## config.mk

```make
export PLATFORM = sky130hd
export DESIGN_NAME = ksa_swap_sequencer
export DESIGN_NICKNAME = d
export VERILOG_FILES = /design/src/rtl/rc4_pkg.sv /design/src/rtl/ksa_key_byte_select.sv /design/src/rtl/ksa_swap_sequencer.sv
export SDC_FILE = /design/constraint.sdc
export NUM_CORES = 1
export LEC_CHECK = 0
export ABC_AREA = 1
export BUFFER_PORTS_ARGS = -buffer_cell sky130_fd_sc_hd__buf_2
export CAP_MARGIN = 5
export CORE_MARGIN = 3
export CORE_UTILIZATION = 55
export CTS_BUF_LIST = sky130_fd_sc_hd__clkbuf_4 sky130_fd_sc_hd__clkbuf_8 sky130_fd_sc_hd__clkbuf_16
export DETAILED_ROUTE_END_ITERATION = 10
export MAX_ROUTING_LAYER = met4
export PLACE_DENSITY = 0.92
export SLEW_MARGIN = 20
export SYNTH_ARGS = -nofsm -noshare
export SYNTH_HDL_FRONTEND = slang
export SYNTH_SLANG_ARGS = --single-unit
```

## constraint.sdc

```tcl
create_clock -name clk -period 3.2 [get_ports clk]
set_clock_uncertainty 0.1 [all_clocks]
set_input_delay 0 -clock clk [delete_from_list [all_inputs] [get_ports clk]]
set_output_delay 0 -clock clk [all_outputs]
set_load 0.01 [all_outputs]
```

## src/rtl/rc4_pkg.sv

```systemverilog
// rc4_pkg
// Shared types and constants for the RC4 key-scheduling sequencer.
//   byte_t         : 8-bit data/address type used for S-memory traffic
//   state_t        : sequencer FSM state encoding
//   KEY_LENGTH_DEF : default number of key bytes consumed per key cycle
package rc4_pkg;

  typedef logic [7:0] byte_t;

  localparam int KEY_LENGTH_DEF = 3;

  typedef enum logic [3:0] {
    IDLE,
    RD_I,
    WT_I,
    CAP_I,
    RD_J,
    WT_J,
    CAP_J,
    WR_I,
    WR_J,
    ADV,
    DONE
  } state_t;

endpackage

```

## src/rtl/ksa_key_byte_select.sv

```systemverilog
// ksa_key_byte_select
// Picks one byte of the 24-bit secret key by key index (combinational).
// Ports:
//   i_secret_key [23:0] : key, byte 0 = [23:16], byte 1 = [15:8], byte 2 = [7:0]
//   i_key_idx    [1:0]  : key byte index (0..2; 3 returns 0)
//   o_key_byte   [7:0]  : selected key byte
module ksa_key_byte_select
  import rc4_pkg::*;
(
  input  logic [23:0] i_secret_key,
  input  logic [1:0]  i_key_idx,
  output logic [7:0]  o_key_byte
);

  always_comb begin
    o_key_byte = '0;
    case (i_key_idx)
      2'd0:    o_key_byte = i_secret_key[23:16];
      2'd1:    o_key_byte = i_secret_key[15:8];
      2'd2:    o_key_byte = i_secret_key[7:0];
      default: o_key_byte = '0;
    endcase
  end

endmodule

```

## src/rtl/ksa_swap_sequencer.sv

```systemverilog
// ksa_swap_sequencer
// Runs the RC4 key-scheduling pass over a 256-entry S memory that the
// upstream block has already filled with the identity permutation.
// Reads are sampled two cycles after the address is first driven, so any
// memory with read latency of up to 2 cycles works.
// Ports:
//   clk          : clock, rising edge
//   reset_n      : asynchronous active-low reset
//   start        : run request, honoured only in IDLE or DONE
//   secret_key   : 24-bit key, byte 0 in [23:16]
//   mem_q        : S-memory read data
//   mem_address  : S-memory address
//   mem_data     : S-memory write data
//   mem_wren     : S-memory write enable
//   busy         : high while a run is in progress
//   done         : high in DONE until the next accepted start
//
// state | meaning
// ------+-----------------------------------------------------------
// IDLE  | waiting for start after reset
// RD_I  | address = i, read issued
// WT_I  | address = i, read latency
// CAP_I | capture si, j += S[i] + key byte
// RD_J  | address = j, read issued
// WT_J  | address = j, read latency
// CAP_J | capture sj
// WR_I  | S[i] <= sj
// WR_J  | S[j] <= si (wins when i == j)
// ADV   | step i and key index, or finish after i == 255
// DONE  | run complete, waiting for start
module ksa_swap_sequencer
  import rc4_pkg::*;
#(
  parameter int KEY_LENGTH = KEY_LENGTH_DEF
) (
  input  logic        clk,
  input  logic        reset_n,
  input  logic        start,
  input  logic [23:0] secret_key,
  input  logic [7:0]  mem_q,
  output logic [7:0]  mem_address,
  output logic [7:0]  mem_data,
  output logic        mem_wren,
  output logic        busy,
  output logic        done
);

  localparam logic [1:0] KIDX_LAST = 2'(KEY_LENGTH - 1);

  state_t      r_state;
  state_t      w_state_nxt;
  logic [7:0]  r_i;
  logic [7:0]  r_j;
  logic [7:0]  r_si;
  logic [7:0]  r_sj;
  logic [1:0]  r_kidx;
  logic [7:0]  w_key_byte;
  logic        w_idle_or_done;

  ksa_key_byte_select u_key_sel (
    .i_secret_key (secret_key),
    .i_key_idx    (r_kidx),
    .o_key_byte   (w_key_byte)
  );

  assign w_idle_or_done = (r_state == IDLE) || (r_state == DONE);

  always_ff @(posedge clk or negedge reset_n) begin
    if (!reset_n) begin
      r_state <= IDLE;
    end else begin
      r_state <= w_state_nxt;
    end
  end

  always_comb begin
    w_state_nxt = r_state;
    case (r_state)
      IDLE:    w_state_nxt = start ? RD_I : IDLE;
      RD_I:    w_state_nxt = WT_I;
      WT_I:    w_state_nxt = CAP_I;
      CAP_I:   w_state_nxt = RD_J;
      RD_J:    w_state_nxt = WT_J;
      WT_J:    w_state_nxt = CAP_J;
      CAP_J:   w_state_nxt = WR_I;
      WR_I:    w_state_nxt = WR_J;
      WR_J:    w_state_nxt = ADV;
      ADV:     w_state_nxt = (r_i == 8'hFF) ? DONE : RD_I;
      DONE:    w_state_nxt = start ? RD_I : DONE;
      default: w_state_nxt = IDLE;
    endcase
  end

  always_ff @(posedge clk or negedge reset_n) begin
    if (!reset_n) begin
      r_i    <= '0;
      r_j    <= '0;
      r_si   <= '0;
      r_sj   <= '0;
      r_kidx <= '0;
    end else begin
      if (w_idle_or_done && start) begin
        r_i    <= '0;
        r_j    <= '0;
        r_kidx <= '0;
      end
      if (r_state == CAP_I) begin
        r_si <= mem_q;
        // 8-bit sum wraps naturally mod 256
        r_j  <= r_j + mem_q + w_key_byte;
      end
      if (r_state == CAP_J) begin
        r_sj <= mem_q;
      end
      if ((r_state == ADV) && (r_i != 8'hFF)) begin
        r_i    <= r_i + 8'd1;
        r_kidx <= (r_kidx == KIDX_LAST) ? 2'd0 : r_kidx + 2'd1;
      end
    end
  end

  always_comb begin
    mem_address = '0;
    mem_data    = '0;
    mem_wren    = 1'b0;
    case (r_state)
      RD_I, WT_I, CAP_I: mem_address = r_i;
      RD_J, WT_J, CAP_J: mem_address = r_j;
      WR_I: begin
        mem_address = r_i;
        mem_data    = r_sj;
        mem_wren    = 1'b1;
      end
      WR_J: begin
        mem_address = r_j;
        mem_data    = r_si;
        mem_wren    = 1'b1;
      end
      default: begin
        mem_address = '0;
        mem_data    = '0;
        mem_wren    = 1'b0;
      end
    endcase
  end

  assign busy = !w_idle_or_done;
  assign done = (r_state == DONE);

endmodule

```

-- Yosys cells after proc, flatten, opt, wreduce, memory -nomap -nowiden
Cells that the tools add are included.
- add/sub/neg operators: 4
- equal/unequal tests: 14
- mux-type cells: 14
- reductions and logical operators: 11
- operator list (cell ; number):
    $pmux W4 S11 ; 1
    $pmux W8 S2 ; 2
    $mux W8 ; 3
    $pmux W8 S3 ; 1
    $add A8 B8 Y8 ; 2
    $eq A4 B3 Y1 const B ; 4
    $eq A4 B4 Y1 const B ; 3
    $add A8 B1 Y8 const B ; 1
    $eq A4 B2 Y1 const B ; 2
    $eq A8 B8 Y1 const B ; 1
    $mux W4 ; 2
    $ne A8 B8 Y1 const B ; 1
    $reduce_or A4 Y1 ; 2
    $mux W2 ; 3
    $eq A4 B1 Y1 const B ; 1
    $logic_not A4 Y1 ; 1
    $reduce_bool A2 Y1 ; 2
    $add A2 B1 Y2 const B ; 1
    $eq A2 B1 Y1 const B ; 1
    $eq A2 B2 Y1 const B ; 1
    $logic_and A1 B1 Y1 ; 2
    $logic_not A2 Y1 ; 1
    $mux W1 ; 2
    $reduce_or A2 Y1 ; 1
    2 further kinds ; 2
- flip-flop bits (word level): 38
- output and inout port bits: 19
- word-level logic and storage cells: 49

-- Depth between registers and ports, before layout
Gate-level depths: netlist (run 1).
- depth in word-level cells: 5
- gate-level depth with buffers: 15
- mapped depth without buffers: 15

-- Modules after synthesis
Synthesis (run 1) repeated with hierarchy kept, for this count alone.
- cells, all modules: 333
- area total of the unflattened synthesis: 2575.0 µm²
- modules (own cells, without submodules) (module ; times used ; cells an instance ; area each (µm²) ; seq. area each (µm²)):
    ksa_swap_sequencer ; 1 ; 296 ; 2387.3 ; 950.9
    ksa_key_byte_select ; 1 ; 37 ; 187.7 ; 0.0

-- Worst setup path after synthesis (run 1)
Ideal clock, no wire load.
- path kind: reg-to-reg
- from: reg r_kidx[0]
- to: reg r_j[7]
- arrival: 2.261 ns
- data required time: 2.982 ns
- slack: 0.721 ns
- cell stages (with the launch flop): 15
- cells stage by stage: dfrtp_1 -> inv_1 -> nor2_1 -> nand2_1 -> nand3_1 -> fa_1 -> ha_1 -> inv_1 -> fa_1 -> nor3_1 -> nor2_1 -> inv_1 -> nand2_1 -> nand3_1 -> nand2_1
- word-level cells in the longest chain between the ends: 4
- elaborated cells between the ends (all ways): 6
- classes of those cells: add/sub: 1; eq/ne: 2; mux: 2; reduce/logical: 1
- RTL lines (item ; line ; text):
    from (decl) ; ksa_swap_sequencer.sv:56 ; logic [1:0] r_kidx;
    from (signal assigned) ; ksa_swap_sequencer.sv:117 ; r_kidx <= (r_kidx == KIDX_LAST) ? 2'd0 : r_kidx + 2'd1;
    $eq A2 B2 Y1, or another cell as far along ; ksa_key_byte_select.sv:17 ; case (i_key_idx)
    $pmux W8 S3 * ; ksa_key_byte_select.sv:17 ;
    $add A8 B8 Y8 * ; ksa_swap_sequencer.sv:110 ; r_j <= r_j + mem_q + w_key_byte;
    $mux W8 * ; ksa_swap_sequencer.sv:107 ; if (r_state == CAP_I) begin
    to (signal assigned) ; ksa_swap_sequencer.sv:110 ;
    to (decl) ; ksa_swap_sequencer.sv:53 ; logic [7:0] r_j;
Every way passes the cells marked *; elsewhere a longest branch is shown, timed or not.
A chain may end at the register's enable or synchronous reset.

-- Worst setup path after layout (run 1)
Same ends and word-level chain as after synthesis.

==> results of run 1 <==
-- cell usage after synthesis (3+ instances only) --
| cell type | n | area, um2 |
|---|---|---|
| nor2_1 | 10 | 37.54 |
| ha_1 | 7 | 87.58 |
| nand3_1 | 41 | 205.2 |
| xor2_1 | 5 | 43.79 |
| nand2_1 | 91 | 341.6 |
| o21ai_0 | 22 | 110.1 |
| a22o_1 | 8 | 70.07 |
| nor2_2 | 5 | 31.28 |
| dfrtp_1 | 38 | 950.9 |
| o22ai_1 | 11 | 68.82 |
| fa_1 | 8 | 160.2 |
| a21oi_1 | 4 | 20.02 |
| nor3_1 | 3 | 15.01 |
| o21ai_1 | 4 | 20.02 |
| inv_1 | 47 | 176.4 |
-- through the flow --
stage                       util  instance area, um2  setup slack (ns)  total power, mW  hold slack [ns]
final                     0.7171                3013            0.4260            3.110           0.1148
after global routing      0.7171                3013            0.2197            3.410           0.1734
after CTS                 0.7171                3013            0.4362            3.090           0.1055
after detailed placement  0.6662                2799            0.4615            2.651          0.05181
after global placement    0.6662                2799            0.5652            2.550          0.05355
after floorplan                -                2504            0.7213            2.182          -0.3956
-- final timing paths --
kind                            depth (start not counted)  slack, ns         end
max in group asynchronous                               2       2.22      r_i[2]
worst min-delay path                                    7       0.11      r_j[7]
worst max register to register                         14       0.43      r_j[7]
min in group asynchronous                               2       0.24  r_state[1]
worst max-delay path                                   14       0.43      r_j[7]
worst min register to register                          2       0.39     r_sj[1]
-- sequential cells by signal, indices dropped and copies added, names as in the netlist --
register  cells
r_state       4
r_si          8
r_kidx        2
r_i           8
r_sj          8
r_j           8
-- power groups by stage --
stage	Sequential, mW	Clock [mW]	Combinational [mW]
after floorplan	0.851	0	1.33
after global placement	0.883	0	1.67
after detailed placement	0.899	0	1.75
after global routing	0.929	0.441	2.04
after CTS	0.890	0.423	1.78
final	0.894	0.421	1.79
-- tightest hold or removal path: cells and delay by family --
family                 cells  cell delay [ns]
AND/OR/NAND/NOR            6             0.41
buffers and inverters      1             0.08
-- final cells by class --
type | count | area (um2)
Inverter | 51 | 193.9
Clock inverter | 3 | 45.04
Tap cell | 50 | 62.56
Multi-Input combinational cell | 230 | 1319
Clock buffer | 5 | 68.82
Sequential cell | 38 | 950.9
Timing Repair Buffer | 64 | 372.9
Fill cell | 337 | 1189
-- layer usage --
layer	part of all wire	track usage	up-vias
li1	-	-	1181
met1	0.45	0.3298	1091
met2	0.48	0.4065	87
met3	0.053	0.03830	14
met4	0.025	0.09859	0
met5	0	-	-
-- cells by family after synthesis --
family                     share of synthesized area
adders and majority gates                    0.09895
xor gates and xnor gates                     0.02099
buffers and inverters                        0.09345
DFF                                           0.3798
and+or+nand+nor                               0.2749
AOI/OAI and AO/OA                             0.1319
-- repair_timing --
action                                 4_1_cts  5_1_grt
hold buffers                                10        0
endpoints found under the hold margin       56        0
resized for setup                            0        0
==> impl_metrics.sql, run 1 <==
INSERT INTO impl_metrics (metric_group, metric, value, unit) VALUES
('timing', 'grt_setup_unrepaired', 'no', ''),
('clock_tree', 'htree_levels', '2', ''),
('grt', 'grt_start_max_net_pins', '39', ''),
('grt', 'grt_pass1_wl', '10270', 'um'),
('route', 'dr.pass1.iters', '4', ''),
('critical_path', 'critPathLaunchType', 'flip-flop', ''),
('route', 'routed_wire_length_per_instance', '13.67', 'um'),
('yosys', 'synth.lib_cells_used.distinct', '31', ''),
('grt', 'grt_pass1_vias', '2285', ''),
('timing', 'layout_worst_path_cycle_share', '0.8669', ''),
('flow_run', 'max-cap-violations', '0', ''),
('floorplan', 'core_region_area', '4202', 'um2'),
('critical_path', 'worst_ep_arrival_time', '2.86', 'ns'),
('timing', 'finish_stage_setup_viols', '0', ''),
('clock_tree', 'clk_latency', '0.30', 'ns'),
('yosys', 'synth-seq-cells', '38', ''),
('yosys', 'syn_inst', '324', ''),
('critical_path', 'critical_path.cell_chain', 'inv_1, nor2_1, nand2_1, nand3_1, fa_1, ha_1, inv_1, fa_1, nor3_1, nor2_1, inv_1, nand2_1, nand3_1, nand2_1', ''),
('floorplan', 'start_util', '0.5959', ''),
('floorplan', 'floorplan.die.height', '73.47', 'um'),
('yosys', 'post_synth_design_cell_area', '2504', 'um2'),
('pwr', 'power-per-cell-area', '1032', 'nW/um2'),
('critical_path', 'critical_path.max_stage_delay', '0.53', 'ns'),
('route', 'via_count', '2373', ''),
('critical_path', 'critical_path_buf_inv_count', '3', ''),
('floorplan', 'die_area', '5398', 'um2'),
('timing', 'relSlewSlack', '0.4303', ''),
('clock_tree', 'cts.sink_count', '38', ''),
('critical_path', 'path_class', 'reg2reg', ''),
('place', 'dp_hpwl', '4624', 'um'),
('critical_path', 'crit_slowest_cell', 'fa_1', ''),
('timing', 'fmax', '360.5', 'MHz'),
('pwr', 'seqPwrFrac', '0.288', ''),
('finish', 'area_delta_synth_final', '20.34', '%'),
('clock_tree', 'cts.reportedPaths.clkPinSlew', '0.07', 'ns'),
('floorplan', 'die_width', '73.47', 'um'),
('floorplan', 'io-pin-count', '54', ''),
('floorplan', 'rows', '23', ''),
('clock_tree', 'cts.repair_timing.setup_buffer_count', '0', ''),
('route', 'remaining_routing_drc_violations', '0', ''),
('grt', 'gr-total-overflow', '0', ''),
('pwr', 'ir_drop', '0.5793', 'mV'),
('clock_tree', 'cts_buffers', '5', ''),
('place', 'routabilityCongestion', '0.9370', ''),
('yosys', 'synth-async-reset-ratio', '1.000', ''),
('clock_tree', 'ctsLongestPathBuffers', '2', ''),
('hold_path', 'hold_path_startpoint', 'secret_key[23]', ''),
('timing', 'worstMarginPinSlew', '0.8546', 'ns'),
('outcome', 'status', 'completed', ''),
('yosys', 'mappedNetlistNets', '374', ''),
('clock_tree', 'tritoncts', 'yes', ''),
('yosys', 'post_synthesis_sequential_area_ratio', '0.3798', ''),
('yosys', 'synthesis.area_per_instance', '7.727', 'um2'),
('pwr', 'net-switching-power', '1.485', 'mW'),
('pwr', 'power.share.switching', '0.4775', ''),
('critical_path', 'crit_fanout', '8', ''),
('critical_path', 'setup.worst_path.end_class', 'flip-flop', ''),
('critical_path', 'regToRegStartpoint', 'r_kidx[0]', ''),
('finish', 'fraction_of_layout_instances_using_a_drive_strength_above_1', '0.1995', ''),
('yosys', 'synth_enable_flop_cells', '0', ''),
('pwr', 'p_comb_frac', '0.577', ''),
('hold_path', 'min_path_type', 'in2reg', ''),
('critical_path', 'crit_start', 'r_kidx[0]', ''),
('timing', 'slew_violations', '0', ''),
('pwr', 'p_int', '1.625', 'mW'),
('place', 'post-place-cells', '423', ''),
('finish', 'antenna_cells', '0', ''),
('finish', 'finish.cell_count_without_fillers', '441', ''),
('yosys', 'yosys_most_used_dff', 'dfrtp_1', ''),
('finish', 'design.final.nets', '440', ''),
('finish', 'layout.cells.most_common_list', '91 x nand2_1, 53 x buf_2, 47 x inv_1', '');
Power figures use the tool's default switching activity.
==> run 2, diff against run 1 <==
Settings changed: CORE_UTILIZATION 55 to 49, PLACE_DENSITY 0.92 to 0.87.
Clock period 3.2 ns to 2.27 ns, I/O delays scaled along.
==> run 2 against run 1 <==
Effect of this change:
- sequential share of layout area decreased by 2.7 points
- core utilization decreased by 3.1 points
- die area increased by 11%
- flip-flop and latch count unchanged
- combinational power increased by 80%
- global-route usage decreased by 2.8 points
- clock power increased by 71%
- the flow now finishes with violations (negative setup slack)
==> impl_metrics.sql, run 2 (synthesis gave the netlist of run 1 again) <==
INSERT INTO impl_metrics (metric_group, metric, value, unit) VALUES
('place', 'numPortBuffers', '53', ''),
('grt', 'grt_util_all_layers', '0.2281', ''),
('timing', 'worstMarginPinSlew', '0.8265', 'ns'),
('critical_path', 'path_class', 'reg2reg', ''),
('floorplan', 'floorplan.die.height', '77.48', 'um'),
('finish', 'fraction_of_layout_instances_using_a_drive_strength_above_1', '0.2970', ''),
('pwr', 'power-per-cell-area', '1581', 'nW/um2'),
('critical_path', 'critical_path_buf_inv_count', '3', ''),
('timing', 'fmax', '400.5', 'MHz'),
('finish', 'area_delta_synth_final', '32.08', '%'),
('timing', 'minimum_clock_period_after_layout', '2.497', 'ns'),
('grt', 'gr-total-overflow', '0', ''),
('grt', 'grt_start_max_net_pins', '39', ''),
('timing', 'setup_slack', '-0.2266', 'ns'),
('critical_path', 'critPathLaunchType', 'flip-flop', ''),
('finish', 'finish.cell_count_without_fillers', '471', ''),
('clock_tree', 'cts.reportedPaths.clkPinSlew', '0.08', 'ns'),
('pwr', 'ir_drop', '0.7676', 'mV'),
('route', 'via_count', '2492', ''),
('timing', 'finish_stage_setup_viols', '6', ''),
('timing', 'hold-worst-slack', '0.1448', 'ns'),
('floorplan', 'io-pin-count', '54', ''),
('place', 'routabilityCongestion', '0.9111', ''),
('floorplan', 'die_width', '77.48', 'um'),
('critical_path', 'critical_path.max_stage_delay', '0.49', 'ns'),
('finish', 'multi_input_area', '1459', 'um2'),
('timing', 'slew_violations', '0', ''),
('finish', 'layout_commonest_cell', 'nand2_1', ''),
('finish', 'design.final.nets', '453', ''),
('floorplan', 'start_util', '0.5197', ''),
('outcome', 'status', 'finished, violations left', ''),
('clock_tree', 'tritoncts', 'yes', ''),
('route', 'detailedRoute.firstIterationViolations', '235', ''),
('hold_path', 'hold_path_startpoint', 'secret_key[0]', ''),
('place', 'post-place-cells', '450', ''),
('route', 'drt-vias-per-instance', '5.291', ''),
('outcome', 'violated_checks', 'negative setup slack', ''),
('flow_run', 'max-cap-violations', '0', ''),
('hold_path', 'min_path_type', 'in2reg', ''),
('critical_path', 'crit_family', 'adder cells', ''),
('pwr', 'p_leak', '1.741', 'nW'),
('critical_path', 'worst_ep_arrival_time', '2.57', 'ns'),
('finish', 'layout.filler_cells', '389', ''),
('critical_path', 'crit_slowest_cell', 'fa_1', ''),
('critical_path', 'setup.worst_path.end_class', 'flip-flop', ''),
('route', 'remaining_routing_drc_violations', '0', ''),
('route', 'dr.pass1.iters', '7', ''),
('route', 'wirelength', '6475', 'um'),
('critical_path', 'worst_ep_required_time', '2.35', 'ns'),
('timing', 'grt_setup_unrepaired', 'yes', ''),
('finish', 'layout.cells.most_common_list', '88 x nand2_1, 53 x buf_2, 44 x inv_1', ''),
('route', 'routed_wire_length_per_instance', '13.75', 'um'),
('floorplan', 'rows', '25', ''),
('clock_tree', 'clk_latency', '0.30', 'ns'),
('grt', 'grt_pass1_wl', '10770', 'um'),
('timing', 'relSlewSlack', '0.4490', ''),
('critical_path', 'regToRegStartpoint', 'r_kidx[0]', ''),
('clock_tree', 'ctsLongestPathBuffers', '2', ''),
('clock_tree', 'ctsRootBufferMaster', 'clkbuf_8', ''),
('critical_path', 'crit_fanout', '7', ''),
('timing', 'layout_worst_path_cycle_share', '1.100', ''),
('clock_tree', 'htree_levels', '2', ''),
('critical_path', 'critical_path.cell_chain', 'inv_2, nor2_4, nand2_2, nand3_2, fa_1, ha_2, inv_2, fa_2, nor3_2, nor2_2, inv_1, nand2_1, nand3_1, nand2_1', ''),
('clock_tree', 'cts.sink_count', '38', ''),
('place', 'dp_hpwl', '4581', 'um'),
('finish', 'regArea', '953.4', 'um2'),
('clock_tree', 'cts_buffers', '5', ''),
('floorplan', 'core_region_area', '4817', 'um2'),
('route', 'drtAntennaViolNets', '0', ''),
('grt', 'grt_pass1_vias', '2421', ''),
('grt', 'grt_antenna_before_repair', '0', ''),
('critical_path', 'crit_start', 'r_kidx[0]', ''),
('timing', 'hold_violations', '0', ''),
('finish', 'antenna_cells', '0', ''),
('floorplan', 'die_area', '6003', 'um2');
## run 2: path summary, 6_finish.rpt
check | endpoint | slack [ns] | cells past startpoint
setup / recovery | r_j[7] | -0.23 | 14
hold / removal | r_j[0] | 0.14 | 6
setup reg to reg | r_j[7] | -0.23 | 14
hold reg to reg | r_sj[1] | 0.39 | 2
max in group asynchronous | r_kidx[0] | 1.26 | 2
min in group asynchronous | r_i[4] | 0.23 | 2
## run 2: repair_timing
action | CTS | global route
setup buffers | 2 | 1
endpoints found under the hold margin | 57 | 0
pin swaps | 7 | 8
endpoints found under the setup margin | 6 | 6
resized for setup | 8 | 15
hold buffers | 10 | 0
## run 2: final cells by class
cell class | instances | share of cell area
Multi-Input combinational cell | 230 | 0.4412
Clock buffer | 6 | 0.02497
Inverter | 51 | 0.05865
Tap cell | 67 | 0.02535
Clock inverter | 2 | 0.01816
Timing Repair Buffer | 77 | 0.1434
Sequential cell | 38 | 0.2883
## run 2: layer usage
| metal | share of wire | vias to the layer above | global-route usage |
|---|---|---|---|
| met3 | 0.060 | 24 | 0.03132 |
| met5 | 0 | - | - |
| met1 | 0.41 | 1153 | 0.2867 |
| li1 | - | 1208 | - |
| met2 | 0.50 | 107 | 0.3791 |
| met4 | 0.033 | 0 | 0.08007 |
## run 2: metrics by stage
stage | worst slack, ns | util | TNS (ns) | total power, mW | cell area [um2]
after global routing | -0.4066 | 0.6865 | -1.518 | 5.682 | 3307
after floorplan | -0.07253 | - | -0.1829 | 3.134 | 2531
after CTS | -0.1698 | 0.6701 | -0.5076 | 4.900 | 3228
after detailed placement | -0.2263 | 0.6068 | -1.072 | 3.989 | 2923
final | -0.2266 | 0.6865 | -0.6936 | 5.227 | 3307
after global placement | -0.1595 | 0.6068 | -0.6386 | 3.869 | 2923
## run 2: worst reg2reg max path, stage by stage, from the launching register on
cell     delay [ns]
dfrtp_2        0.46
inv_2          0.10
nor2_4         0.05
nand2_2        0.06
nand3_2        0.09
fa_1           0.49
ha_2           0.18
inv_2          0.04
fa_2           0.39
nor3_2         0.16
nor2_2         0.05
inv_1          0.05
nand2_1        0.04
nand3_1        0.06
nand2_1        0.05
## run 2: report_power, final
part	total (mW)	leakage [nW]	internal (mW)	switching, mW
combinational	3.22	1.19	1.42	1.80
clock	0.721	0.0714	0.469	0.252
sequential	1.28	0.482	0.996	0.287
total	5.23	1.74	2.89	2.34
